--- config.mk ---
export PLATFORM = sky130hd
export DESIGN_NAME = async_fifo_rd_streamer_flat
export DESIGN_NICKNAME = d
export VERILOG_FILES = /design/src/rtl/async_fifo_rd_streamer_if.sv /design/src/rtl/async_fifo_rd_streamer.sv /design/src/flat_wrapper.sv
export SDC_FILE = /design/constraint.sdc
export NUM_CORES = 1
export LEC_CHECK = 0
export ABC_AREA = 1
export BUFFER_PORTS_ARGS = -buffer_cell sky130_fd_sc_hd__buf_2
export CAP_MARGIN = 20
export CORE_ASPECT_RATIO = 0.9
export CORE_MARGIN = 2
export CORE_UTILIZATION = 45
export DETAILED_ROUTE_END_ITERATION = 10
export HOLD_SLACK_MARGIN = 0.05
export PLACE_DENSITY = 0.65
export SLEW_MARGIN = 20
export SYNTH_ARGS = -nofsm -noshare
export SYNTH_HDL_FRONTEND = slang
export SYNTH_SLANG_ARGS = --single-unit
export TNS_END_PERCENT = 10
--- constraint.sdc ---
create_clock -name rclk -period 1.9 [get_ports rclk]
set_clock_uncertainty 0.1 [all_clocks]
set_input_delay 0.285 -clock rclk [delete_from_list [all_inputs] [get_ports rclk]]
set_output_delay 0.285 -clock rclk [all_outputs]
set_load 0.05 [all_outputs]
--- src/rtl/async_fifo_rd_streamer_if.sv ---
// rtl/async_fifo_rd_streamer_if.sv - valid/ready output stream of the FIFO read streamer
interface async_fifo_rd_streamer_if #(
    parameter int DSIZE = 16
);
    logic             m_valid;
    logic             m_ready;
    logic [DSIZE-1:0] m_data;
    logic             m_last;

    modport master (output m_valid, output m_data, output m_last, input m_ready);
    modport slave  (input m_valid, input m_data, input m_last, output m_ready);
endinterface

--- src/rtl/async_fifo_rd_streamer.sv ---
// rtl/async_fifo_rd_streamer.sv - pops the async FIFO into a 2-entry skid buffer and streams PKT_LEN-word packets
// FIFO_RD_STATS_EN adds the word_cnt/stall_cnt statistics counters.
module async_fifo_rd_streamer #(
    parameter int DSIZE   = 16,
    parameter int PKT_LEN = 8
`ifdef FIFO_RD_STATS_EN
    ,
    parameter int CNT_W   = 16
`endif
) (
    input  logic                      rclk,
    input  logic                      rrst,
    input  logic                      en,
    output logic                      rinc,
    input  logic [DSIZE-1:0]          rdata,
    input  logic                      rempty,
    async_fifo_rd_streamer_if.master  m,
    output logic                      busy
`ifdef FIFO_RD_STATS_EN
    ,
    output logic [CNT_W-1:0]          word_cnt,
    output logic [CNT_W-1:0]          stall_cnt
`endif
);
    localparam int             BW       = $clog2(PKT_LEN);
    localparam logic [BW-1:0]  BEAT_MAX = BW'(PKT_LEN - 1);

    typedef enum logic [1:0] {IDLE, RUN, FINISH} state_t;

    state_t            state, state_nxt;
    logic [1:0]        occ, occ_nxt;
    logic [BW-1:0]     beat, beat_nxt;
    logic [DSIZE-1:0]  data0, data1;
    logic              last0, last1;
    logic              valid_q;
    logic              pop, hs, pop_last;

    assign pop      = !rempty && (state != IDLE) && (occ != 2'd2);
    assign hs       = valid_q && m.m_ready;
    assign pop_last = pop && (beat == BEAT_MAX);

    assign rinc     = pop;
    assign m.m_valid = valid_q;
    assign m.m_data  = data0;
    assign m.m_last  = last0;

    always_comb begin
        beat_nxt  = beat;
        occ_nxt   = occ;
        state_nxt = state;
        if (pop) begin
            beat_nxt = pop_last ? '0 : beat + BW'(1);
        end
        case ({pop, hs})
            2'b10:   occ_nxt = occ + 2'd1;
            2'b01:   occ_nxt = occ - 2'd1;
            default: occ_nxt = occ;
        endcase
        // Disable decisions use the post-pop beat so a pop in the same cycle cannot split a packet.
        case (state)
            IDLE:    if (en) state_nxt = RUN;
            RUN:     if (!en) state_nxt = (beat_nxt == '0) ? IDLE : FINISH;
            FINISH: begin
                if (en)            state_nxt = RUN;
                else if (pop_last) state_nxt = IDLE;
            end
            default: state_nxt = IDLE;
        endcase
    end

    always_ff @(posedge rclk) begin
        if (rrst) begin
            state   <= IDLE;
            occ     <= 2'd0;
            beat    <= '0;
            data0   <= '0;
            data1   <= '0;
            last0   <= 1'b0;
            last1   <= 1'b0;
            valid_q <= 1'b0;
            busy    <= 1'b0;
        end else begin
            state   <= state_nxt;
            occ     <= occ_nxt;
            beat    <= beat_nxt;
            valid_q <= (occ_nxt != 2'd0);
            busy    <= (state_nxt != IDLE) || (occ_nxt != 2'd0);
            if (hs) begin
                data0 <= data1;
                last0 <= last1;
            end
            // A new word lands in the lowest slot left free after this cycle's shift.
            if (pop) begin
                if (occ == 2'd0 || hs) begin
                    data0 <= rdata;
                    last0 <= (beat == BEAT_MAX);
                end else begin
                    data1 <= rdata;
                    last1 <= (beat == BEAT_MAX);
                end
            end
        end
    end

`ifdef FIFO_RD_STATS_EN
    always_ff @(posedge rclk) begin
        if (rrst) begin
            word_cnt  <= '0;
            stall_cnt <= '0;
        end else begin
            if (hs && (word_cnt != '1)) begin
                word_cnt <= word_cnt + CNT_W'(1);
            end
            if ((state != IDLE) && rempty && (occ != 2'd2) && (stall_cnt != '1)) begin
                stall_cnt <= stall_cnt + CNT_W'(1);
            end
        end
    end
`endif
endmodule

--- src/flat_wrapper.sv ---
// flat-port wrapper written by rule: the top's interface ports become plain ports
module async_fifo_rd_streamer_flat 
#(
    parameter int DSIZE   = 16,
    parameter int PKT_LEN = 8

)
  (rclk, rrst, en, rinc, rdata, rempty, busy, m_m_valid, m_m_data, m_m_last, m_m_ready);
  async_fifo_rd_streamer_if #(.DSIZE(DSIZE)) m_i ();
  input  logic rclk;
  input  logic rrst;
  input  logic en;
  output logic rinc;
  input  logic [DSIZE-1:0] rdata;
  input  logic rempty;
  output logic busy;
  output wire logic [$bits(m_i.m_valid)-1:0] m_m_valid;
  output wire logic [$bits(m_i.m_data)-1:0] m_m_data;
  output wire logic [$bits(m_i.m_last)-1:0] m_m_last;
  input wire logic [$bits(m_i.m_ready)-1:0] m_m_ready;
  assign m_m_valid = m_i.m_valid;
  assign m_m_data = m_i.m_data;
  assign m_m_last = m_i.m_last;
  assign m_i.m_ready = m_m_ready;
  async_fifo_rd_streamer #(.DSIZE(DSIZE), .PKT_LEN(PKT_LEN)) u_core (.rclk(rclk), .rrst(rrst), .en(en), .rinc(rinc), .rdata(rdata), .rempty(rempty), .m(m_i), .busy(busy));
endmodule
==> out/results.ini, run 1 <==
[drt]
num_vias=1737
drc=0
avgRoutedWirePerCell_um=11.0
drtPass1Iterations=4
via_per_inst=4.75
wl_um=4010
postRouteAntennaNets=0
drt_iter0_drc=69

[layout]
drive_gt1_share_pct=21.7
final_cell_count_no_fill=366
fin_area_um2=2240
syn_to_final_growth_pct=18.6
layout.nets=341
antenna_cells=0

[worst_setup_path]
regToRegSetupSlack_ps=180
crit_arrival_ps=1370
crit_type=reg -> out
crit_chain=inv_1 -> nand2_1 -> nand3_4 -> buf_4 -> inv_1 -> buf_2
crit_family=buffers and inverters
slowest_delay_ps=360
cp_common_cell=inv_1
cpMaxStageDelayCell=dfxtp_2
crit_required_ps=1510
end_kind=output pin
cp_max_fo=6
startpoint_type=flop
crit_buf_inv=4

[global_route]
grt_max_degree=20
grt_overflow_total=0
grt_pass1_wl_um=6790
grt_pass1_vias=1558
antenna_found_initial=0
groute.usage.overall_pct=18.2

[pwr]
p_int_uw=1480
sw_frac_of_total_pct=37.7
powerDensity_nw_per_um2=1060
total_power_uw=2370
combinationalPowerShare_pct=31.3
p_leak_uw=0.00119
ir_drop_v=0.000588
switchingPower_uw=893
power.share.sequential_pct=45.5
power.share.clock_pct=23.2

[job]
cap_violations=0

[status]
status=finished clean

[die]
start_util_pct=46.7
pin_count=41
coreArea_um2=4050
core.rowCount=22
dieWidth_um=72.3
die_y_um=65.5
die-area_um2=4730

[sta]
slew_headroom_pct=78.7
fin_ws_ps=145
tightest_slew_ps=319
rsz0062_at_grt=no
fin_crit_sh_pct=92.4
hold_viol=0
setup_viol=0
final.min_clock_period_ps=1760
drv_slew=0
max_freq_mhz=570
tns_ps=0

[synthesis]
synth_largest_area_cell=dfxtp_1
syn-num-nets=295
synth_top_cells_by_area=dfxtp_1 46%, nor2_1 13%, nand2_1 12%
ys_warn_count=0
yosysTopAreaCellShare_pct=45.6
synth-simple-area-share_pct=31.0
yosysUniqueCellTypes=21
synth_mux_area_share_pct=0
synth_fa_ha_area_share_pct=1.99
synth_compound_area_share_pct=12.6
synth_top_family_by_area=simple AND/OR/NAND/NOR gates
synth_sequential_area_ratio_pct=45.6
synth_xor_area_share_pct=0.464
syn_avg_cell_area_um2=6.97
syn_inst=271
synth.cell_area_um2=1890
synth_seq_cells=43

[cts]
path_clk_slew_ps=80
tritoncts=built
htree_levels=2
cts.sinks=43
clock_latency_ps=290
clockRootBuffer=clkbuf_8
cts-buffers-inserted=5
clockBufferDepth=2

[min_path]
hold_path_class=in -> reg

[placement]
dp_worst_setup_slack_ps=128
dpl.hpwl_um=2780
gp_congestion=0.793
placed_cell_area_um2=2130
place.port_buffers=40
dp_cells=355

per-layer routing:
| layer | global-route usage (%) | wire length (µm) | up-vias |
|---|---|---|---|
| li1 | - | - | 937 |
| met1 | 23.9 | 2060 | 752 |
| met2 | 29.4 | 1710 | 44 |
| met3 | 4.14 | 201 | 4 |
| met4 | 6.37 | 44 | 0 |
| met5 | 0 | 0 | - |
worst register-to-register path, stage by stage (launching register included):
cell	delay [ps]
dfxtp_2	360
inv_1	60
nand2_1	120
nand3_4	70
ha_1	210
or2_2	300
nand3_1	70
nand2_1	50
nand3_1	110
nand2_1	60
inv_1	50
nand2_1	40
cells in the mapped netlist (all sizes together):
library cell and instances:
nand4 2, buf 7, clkbuf 3, inv 24, nor2 69, a21oi 7, ha 3, xnor2 1
nand2 62, clkinv 1, nand3 8, o21ai 40, dfxtp 43, or2 1
final cells by class:
cell class	count	area (µm²)
flip-flops and latches	43	865
clock inverters	3	15.0
multi-input cells	193	871
fillers	402	1810
repair buffers	49	268
inverters	25	93.8
well taps	48	60.1
clock buffers	5	68.8
metrics by stage:
stage	util, %	hold slack (ps)
floorplan	-	254
global placement	52.7	337
detailed placement	52.7	342
CTS	54.8	126
global route	55.4	128
finish	55.4	129
kinds of logic after synthesis:
group / after synthesis
adders and majority gates: 3
DFF: 43
buffers and inverters: 35
and+or+nand+nor: 142
AOI/OAI and AO/OA: 47
xor gates and xnor gates: 1
cell usage in the layout (no fill, tap or decap):
cell type and count:
nor2_1 67, nand2_1 61, buf_2 40, dfxtp_1 40, o21ai_0 39, inv_1 21
buf_4 9, nand3_1 7, a21oi_1 7, clkbuf_8 5, inv_2 3, ha_1 3
clkinv_2 3, dfxtp_2 3, nand4_1 2, nor2_4 2, nand2_4 1, nand3_4 1
clkinv_1 1, or2_2 1, xnor2_1 1, o21ai_2 1
timing repair:
item | in CTS | in global routing
hold buffers | 0 | 0
setup buffers | 0 | 3
resized for setup | 0 | 2
setup endpoints to repair | 0 | 18
path summary, 6_finish.rpt:
path / start / endpoint / cells past startpoint
worst max-delay path: u_core.state[0]$_SDFF_PP0_ / rinc / 6
worst min-delay path: rdata[14] / u_core.m.m_data[14]$_SDFF_PP0_ / 3
worst max register to register: u_core.state[0]$_SDFF_PP0_ / u_core.busy$_SDFF_PP0_ / 11
worst min register to register: u_core.data1[0]$_SDFFE_PP0P_ / u_core.data1[0]$_SDFFE_PP0P_ / 2
registers in the layout (all words and copies together) (netlist names):
signal	flops
u_core.occ	2
u_core.last1	1
u_core.m.m_last	1
u_core.m.m_data	16
u_core.data1	16
u_core.beat	3
u_core.busy	1
u_core.m.m_valid	1
u_core.state	2
power by group through the flow:
stage | combinational (µW) | sequential, µW | clock, µW
after detailed placement | 730 | 1100 | 0
final | 741 | 1080 | 550
after floorplan | 346 | 1310 | 0
after global placement | 731 | 1090 | 0
after CTS | 734 | 1080 | 569
after global routing | 818 | 1100 | 606
Note: power is estimated with default switching activity, not from simulation.
==> run 2: changes to the inputs <==
--- a/config.mk
+++ b/config.mk
@@ -9,11 +9,12 @@
 export BUFFER_PORTS_ARGS = -buffer_cell sky130_fd_sc_hd__buf_2
 export CAP_MARGIN = 20
 export CORE_ASPECT_RATIO = 0.9
-export CORE_MARGIN = 2
+export CORE_MARGIN = 5
 export CORE_UTILIZATION = 45
 export DETAILED_ROUTE_END_ITERATION = 10
 export HOLD_SLACK_MARGIN = 0.05
 export PLACE_DENSITY = 0.65
+export SKIP_LAST_GASP = 1
 export SLEW_MARGIN = 20
 export SYNTH_ARGS = -nofsm -noshare
 export SYNTH_HDL_FRONTEND = slang
==> run 2 against run 1 <==
Net effect:
- setup slack got worse by 26 ps
- utilization fell by 0.25 points
- sequential share of layout area fell by 0.20 points
- flip-flop and latch count did not move
- largest power group unchanged
- critical path depth rose by 5
- sequential power barely moved
- via count rose by 1.1%
- cell area rose by 0.22%
- highest routed layer unchanged
- first-iteration DRC count rose by 19%
- wire length rose by 2.3%
==> out/results.ini, run 2 (synthesis results as in run 1) <==
[cts]
cts-buffers-inserted=5
ctsResizeCount=0
clockRootBuffer=clkbuf_8
hold_buffers=0
clock_latency_ps=290
clockBufferDepth=2
cts.sinks=43
path_clk_slew_ps=90
tritoncts=built
htree_levels=2

[worst_setup_path]
end_kind=flop
rr_startpoint=u_core.occ[0]$_SDFF_PP0_
crit_required_ps=1980
startpoint_type=flop
crit_start=u_core.occ[0]$_SDFF_PP0_
crit_arrival_ps=1860
cp_max_fo=5
crit_type=reg -> reg

[sta]
fin_crit_sh_pct=93.8
rsz0062_at_grt=yes
slew_headroom_pct=78.5
final.min_clock_period_ps=1780
tightest_slew_ps=321
drv_slew=0
setup_viol=0
hold_viol=0
max_freq_mhz=561

[min_path]
min_from=rdata[11]
hold_path_class=in -> reg

[layout]
layout_commonest_cell=nor2_1
syn_to_final_growth_pct=18.9
antenna_cells=0
final_cell_count_no_fill=367
multiInputGateArea_um2=871
layout_common_cells=67 x nor2_1, 61 x nand2_1, 42 x dfxtp_1
layout.nets=342
seqCellArea_um2=862
fin_area_um2=2250
fill_cells=414
drive_gt1_share_pct=21.3
final_core_util_pct=55.1

[global_route]
grt_pass1_vias=1426
antenna_found_initial=0
groute.usage.overall_pct=14.7
grt_overflow_total=0
grt_max_degree=27
grt_pass1_wl_um=6650

[die]
pin_count=41
start_util_pct=46.4
dieWidth_um=78.3
die_y_um=71.5
die-area_um2=5600
core.rowCount=22
coreArea_um2=4070

[placement]
gp_congestion=0.828
dpl.hpwl_um=2900
placed_cell_area_um2=2140
dp_cells=356
place.port_buffers=40

[pwr]
sw_frac_of_total_pct=38.0
ir_drop_v=0.000529
powerDensity_nw_per_um2=1060
switchingPower_uw=908
p_leak_uw=0.00120
power.share.sequential_pct=45.0
combinationalPowerShare_pct=31.3
p_int_uw=1480
power.share.clock_pct=23.7

[drt]
num_vias=1756
drc=0
drt_iter0_drc=82
avgRoutedWirePerCell_um=11.2
drtPass1Iterations=4
wl_um=4110
postRouteAntennaNets=0
via_per_inst=4.78

[job]
cap_violations=0

[status]
status=finished clean

## run 2: cell count changes in the layout (fill, tap and decap cells not counted)
cell,previous run,this run
dfxtp_2,3,1
dfxtp_1,40,42
buf_4,9,10
## run 2: area by class of cell
type	count	share of cell area, %
Multi-Input combinational cell	193	38.8
Sequential cell	43	38.4
Timing Repair Buffer	50	12.3
Inverter	25	4.18
Clock buffer	5	3.06
Tap cell	48	2.67
Clock inverter	3	0.669
## run 2: repair_timing
action	CTS	global route
setup buffers	0	3
endpoints found under the setup margin	0	18
hold endpoints to repair	0	0
## run 2: worst max-delay path, stage by stage, from the launching register on
cell	delay (ps)
dfxtp_1	430
inv_2	70
nand2_4	90
nand3_4	100
ha_1	220
or2_2	300
nand3_1	70
nand2_1	50
nand3_1	90
nand2_1	60
inv_1	50
nand2_1	40
## run 2: routing by layer
metal | GRT usage, % | vias up | routed length [µm]
met3 | 4.15 | 4 | 204
li1 | - | 942 | -
met4 | 4.08 | 0 | 29
met5 | 0 | - | 0
met1 | 19.8 | 774 | 1990
met2 | 23.3 | 36 | 1880
## run 2: path summary, 6_finish.rpt
path | slack [ps] | endpoint | cells past startpoint
min | 130 | u_core.data1[11]$_SDFFE_PP0P_ | 3
max reg2reg | 120 | u_core.busy$_SDFF_PP0_ | 11
max | 120 | u_core.busy$_SDFF_PP0_ | 11
min reg2reg | 350 | u_core.data1[15]$_SDFFE_PP0P_ | 2
## run 2: power groups by stage
stage | combinational [µW] | clock, µW | sequential [µW]
4_1_cts | 744 | 577 | 1070
3_3_place_gp | 740 | 0 | 1090
3_5_place_dp | 742 | 0 | 1100
5_1_grt | 817 | 615 | 1090
2_1_floorplan | 346 | 0 | 1310
6_report | 748 | 567 | 1070
## run 2: metrics by stage
step / total power [µW] / worst slack [ps] / hold slack [ps] / TNS [ps]
after global routing: 2520 / -57.5 / 127 / -60.0
final: 2390 / 119 / 125 / 0
after CTS: 2400 / 47.7 / 124 / 0
after floorplan: 1660 / 60.1 / 254 / 0
after global placement: 1830 / 143 / 335 / 0
after detailed placement: 1840 / 67.6 / 338 / 0
